**src/rtl/writeback_regfile.sv**
```systemverilog
// MEM/WB pipeline register feeding a 2**ADDR_WIDTH-entry integer register file.
// Two combinational read ports with same-cycle bypass of the pending writeback.
module writeback_regfile #(
    parameter int DATA_WIDTH = 32,
    parameter int ADDR_WIDTH = 5
) (
    input  logic                  clk,
    input  logic                  rst,
    input  logic [DATA_WIDTH-1:0] Result,
    input  logic [ADDR_WIDTH-1:0] RdM,
    input  logic                  RegWriteM,
    input  logic                  ValidM,
    input  logic                  Stall,
    input  logic                  Flush,
    input  logic [ADDR_WIDTH-1:0] Rs1,
    input  logic [ADDR_WIDTH-1:0] Rs2,
    output logic [DATA_WIDTH-1:0] RD1,
    output logic [DATA_WIDTH-1:0] RD2,
    output logic [DATA_WIDTH-1:0] ResultW,
    output logic [ADDR_WIDTH-1:0] RdW,
    output logic                  WbEn,
    output logic [DATA_WIDTH-1:0] a0
);

    localparam int NUM_REGS = 2 ** ADDR_WIDTH;
    localparam int A0_IDX   = 10;

    logic [DATA_WIDTH-1:0] result_w_q, result_w_d;
    logic [ADDR_WIDTH-1:0] rd_w_q, rd_w_d;
    logic                  reg_write_w_q, reg_write_w_d;
    logic                  valid_w_q, valid_w_d;
    logic                  wb_en;

    logic [DATA_WIDTH-1:0] regs_q [NUM_REGS];

    // Flush beats Stall; a flush keeps the data fields and only kills the slot.
    always_comb begin
        // NOTE: every always_comb output gets a default first so no path infers a latch.
        result_w_d    = result_w_q;
        rd_w_d        = rd_w_q;
        reg_write_w_d = reg_write_w_q;
        valid_w_d     = valid_w_q;
        if (Flush) begin
            reg_write_w_d = 1'b0;
            valid_w_d     = 1'b0;
        end else if (!Stall) begin
            result_w_d    = Result;
            rd_w_d        = RdM;
            reg_write_w_d = RegWriteM;
            valid_w_d     = ValidM;
        end
    end

    always_ff @(posedge clk or posedge rst) begin
        // NOTE: sequential state uses non-blocking assignments so every flop samples pre-edge values.
        if (rst) begin
            result_w_q    <= '0;
            rd_w_q        <= '0;
            reg_write_w_q <= 1'b0;
            valid_w_q     <= 1'b0;
        end else begin
            result_w_q    <= result_w_d;
            rd_w_q        <= rd_w_d;
            reg_write_w_q <= reg_write_w_d;
            valid_w_q     <= valid_w_d;
        end
    end

    assign wb_en = valid_w_q & reg_write_w_q & (rd_w_q != '0);

    // The commit uses the pre-edge wb_en, so a same-edge Flush never cancels it.
    always_ff @(posedge clk or posedge rst) begin
        // NOTE: the array is cleared on reset because software may read registers before writing them.
        if (rst) begin
            for (int i = 0; i < NUM_REGS; i++) begin
                regs_q[i] <= '0;
            end
        end else if (wb_en) begin
            regs_q[rd_w_q] <= result_w_q;
        end
    end

    always_comb begin
        RD1 = regs_q[Rs1];
        if (Rs1 == '0) begin
            RD1 = '0;
        end else if (wb_en && (rd_w_q == Rs1)) begin
            RD1 = result_w_q;
        end
    end

    always_comb begin
        RD2 = regs_q[Rs2];
        if (Rs2 == '0) begin
            RD2 = '0;
        end else if (wb_en && (rd_w_q == Rs2)) begin
            RD2 = result_w_q;
        end
    end

    assign ResultW = result_w_q;
    assign RdW     = rd_w_q;
    assign WbEn    = wb_en;
    assign a0      = regs_q[A0_IDX];

endmodule
```
**config.mk**
```make
export PLATFORM = sky130hd
export DESIGN_NAME = writeback_regfile
export DESIGN_NICKNAME = d
export VERILOG_FILES = /design/src/rtl/writeback_regfile.sv
export SDC_FILE = /design/constraint.sdc
export NUM_CORES = 2
export LEC_CHECK = 0
export ABC_CLOCK_PERIOD_IN_PS = 33000
export BUFFER_PORTS_ARGS = -buffer_cell sky130_fd_sc_hd__buf_2
export CAP_MARGIN = 10
export CORE_MARGIN = 5
export CORE_UTILIZATION = 50
export CTS_BUF_LIST = sky130_fd_sc_hd__clkbuf_16
export CTS_CLUSTER_SIZE = 8
export DETAILED_ROUTE_END_ITERATION = 12
export PLACE_DENSITY = 0.69
export SYNTH_ARGS = -nofsm -noshare
export SYNTH_HDL_FRONTEND = slang
export SYNTH_SLANG_ARGS = --single-unit
```
**constraint.sdc**
```tcl
create_clock -name clk -period 33 [get_ports clk]
set_clock_uncertainty 0.05 [all_clocks]
set_input_delay 1.65 -clock clk [delete_from_list [all_inputs] [get_ports clk]]
set_output_delay 1.65 -clock clk [all_outputs]
set_load 0.01 [all_outputs]
```
==> reports/qor.txt <==
Max-Cap Viols: 0
Arr. time, crit path: 5790 ps
DP Area: 59500 um2
worst-path maximum fanout: 63
TNS Setup: 0 ps
Adder-Cell Fraction of Synth Area: 0%
crit path kind: input pin to output pin
hold buffers post-CTS: 0
Slew headroom: 15.0%
DRC: 0
endpoints failing setup: 0
Final Instance Count excl. Fillers: 5633
Clk pin slew, worst setup/hold paths: 50 ps
CTS tree: built
vias: 40218
grt total ovfl: 0
largest net degree at the start of global routing: 174
GR Util met1: 42.9%
run status: complete, no violations
Clk Latency, worst-skew pair: 760 ps
CTS Buf Count: 151
mean area per synthesized cell: 14.2 um2
Fmax achieved: 0.134 GHz
maximum vdd drop: 0.0000530 V
Yosys reg bits: 1063
Die H: 352 um
post-place setup slack: 25500 ps
WP data required: 31300 ps
Synth Warn #: 0
die area: 124000 um2
top cell type's share of synthesized area: 45.6%
compound-cell area share of the yosys netlist: 6.09%
Initial Util: 50.3%
Post-Synthesis Cells: 4103
Power Dens Cells: 50.6 nW/um2
min Tclk post-route: 7490 ps
Slew @ Worst Pin: 1280 ps
leak pwr: 30.1 nW
share of cells above drive strength 1: 47.2%
cell taking the most area after synthesis: dfrtp_1
post-synthesis xor/xnor area fraction: 0.150%
Min-Delay Path Class: register to register
first-pass GRT wire length: 287000 um
Post-synth EDFFs: 0
Async S/R FF share, synth: 100%
largest cells by area after synthesis: dfrtp_1 (46%), mux2_2 (21%), mux4_2 (11%)
Max Transition Viols Final: 0
All-Layer GR Usage: 31.9%
placed instance count: 5451
clk buf depth: 3
Syn-to-layout area delta: 8.93%
post-synthesis simple-gate area fraction: 2.70%
Netlist Area Pre-Place: 58300 um2
largest family of logic cells by synthesized area: multiplexers
DP HPWL: 115000 um
met2 Use GR: 47.6%
Sinks on Clock Net: 1063
most frequent CP cell: buf_4
Tot Pwr: 3.22 mW
crit end category: output pin
crit-path max cell delay: 900 ps
GP Congestion: 0.849
Final Cycle Share: 22.7%
Synth Flop Type: dfrtp_1
initial antenna violation count: 9
Seq/Total Area, Yosys: 45.6%
Mapped Nets: 4156
final-report hold violation count: 0
post-route ant nets: 0
DR iter-0 viols: 4685
fin area: 63500 um2
DIE WIDTH: 352 um
count of cell types in the netlist: 78
Critical Path Slowest Stage Cell: buf_4
cts repair resizes: 0
Core Box Area: 116000 um2
Post-CTS Setup Repair Bufs: 0
element type at the critical path start: input pin
GR Util met3: 8.87%
Cell Chain, Critical Path: buf_8, buf_4, buf_4, mux4_1, mux2_2, o2111ai_1, o211ai_1, buf_2
RSZ-0062 raised after global routing: no
gr busiest metal: met2
CTS root buf: clkbuf_16
Pre-antenna DRT Iters: 8
number of global-route vias before repair: 40249
multiplexer share of the synthesized area: 40.3%
Nets: 4133
Routed WL per cell: 35.1 um
drt total wl: 198000 um
worst setup margin: 25510 ps
Filler cells: 9426
I/O Pins: 187
Placement Rows: 125
PortBufs: 186
H-tree depth: 4
Vias/cell: 7.14
==> placed cells by master (no fill, tap or decap), types with 15 or more instances in the layout <==
cell type and n:
nand2_2 15, mux4_1 60, buf_2 180, nor3_1 31, o21ai_0 90, mux2i_1 293, nand3_1 26, nand2b_1 17
nor2_4 15, nand2_1 52, nor2_1 44, buf_4 124, a221o_1 22, clkbuf_16 152, o22ai_1 81, dfrtp_1 1063
a2111oi_0 16, mux4_2 283, mux2_2 1094, a221oi_1 84, a211oi_1 23, a22oi_1 30, o22a_1 16, o211ai_1 23
a21oi_1 46
==> registers in the layout (all words and copies together) (netlist names) <==
register	flops
regs_q	992
reg_write_w_q	1
RdW	5
ResultW	32
valid_w_q	1
a0	32
==> worst max-delay path, delay by kind of cell <==
kind	cells	cell delay, ps
buf+inv	4	2530
mux	2	910
compound gates	2	550
==> power breakdown <==
part           total (mW)  internal [mW]  switching, mW
logic               0.394          0.161          0.233
clock network        1.39          0.815          0.578
registers            1.43           1.37         0.0639
==> through the flow <==
step / util (%) / hold slack [ps]
4_1_cts: 54.7 / 342
5_1_grt: 54.7 / 352
3_5_place_dp: 51.3 / 331
3_3_place_gp: 51.3 / 327
6_report: 54.7 / 342
2_1_floorplan: - / 388
==> cell usage after synthesis, types with 7 or more instances <==
master	n
a2111oi_0	16
a211o_1	9
a211oi_1	23
a21oi_1	46
a221o_1	22
a221oi_1	84
a22oi_1	30
a311o_1	7
buf_1	37
buf_12	10
buf_2	106
buf_4	65
buf_6	32
buf_8	12
clkbuf_1	202
clkbuf_8	17
dfrtp_1	1063
mux2_2	1094
mux2i_1	293
mux4_1	60
mux4_2	283
mux4_4	12
nand2_1	67
nand2b_1	17
nand3_1	26
nor2_1	60
nor2b_1	13
nor3_1	32
nor3b_1	12
nor4_1	13
o211ai_1	23
o21ai_0	91
o22a_1	16
o22ai_1	81
or2_2	9
==> per-layer routing <==
layer / wire length, um / vias up
met2: 87800 / 2502
met3: 21400 / 611
met4: 11400 / 4
li1: - / 15730
met5: 26 / -
met1: 77000 / 21371
==> area by class of cell <==
cell class | instances | area (um2) | share of cell area (%)
clock inverters | 20 | 228 | 0.358
well taps | 1524 | 1910 | 3.00
repair buffers | 314 | 2000 | 3.15
inverters | 7 | 33.8 | 0.0532
multi-input cells | 2543 | 28900 | 45.5
flip-flops and latches | 1063 | 26600 | 41.9
diodes | 10 | 25.0 | 0.0394
clock buffers | 152 | 3800 | 5.99
==> logic make-up after synthesis <==
group / after synthesis
and+or+nand+nor: 297
xor gates and xnor gates: 10
AOI/OAI and AO/OA: 493
muxes: 1743
buffers and inverters: 497
DFF: 1063
==> worst paths after layout <==
kind / end / startpoint / cells past startpoint / slack [ps]
worst max-delay path: RD2[5] / Rs2[0] / 8 / 25510
worst min-delay path: regs_q[1002]$_DFFE_PP0P_ / regs_q[1002]$_DFFE_PP0P_ / 0 / 340
worst max register to register: regs_q[532]$_DFFE_PP0P_ / RdW[0]$_DFFE_PP0P_ / 4 / 29460
worst min register to register: regs_q[1002]$_DFFE_PP0P_ / regs_q[1002]$_DFFE_PP0P_ / 0 / 340
max in group asynchronous: regs_q[801]$_DFFE_PP0P_ / rst / 6 / 28170
min in group asynchronous: ResultW[22]$_DFFE_PP0P_ / rst / 2 / 990
(Power assumes the default switching activity.)
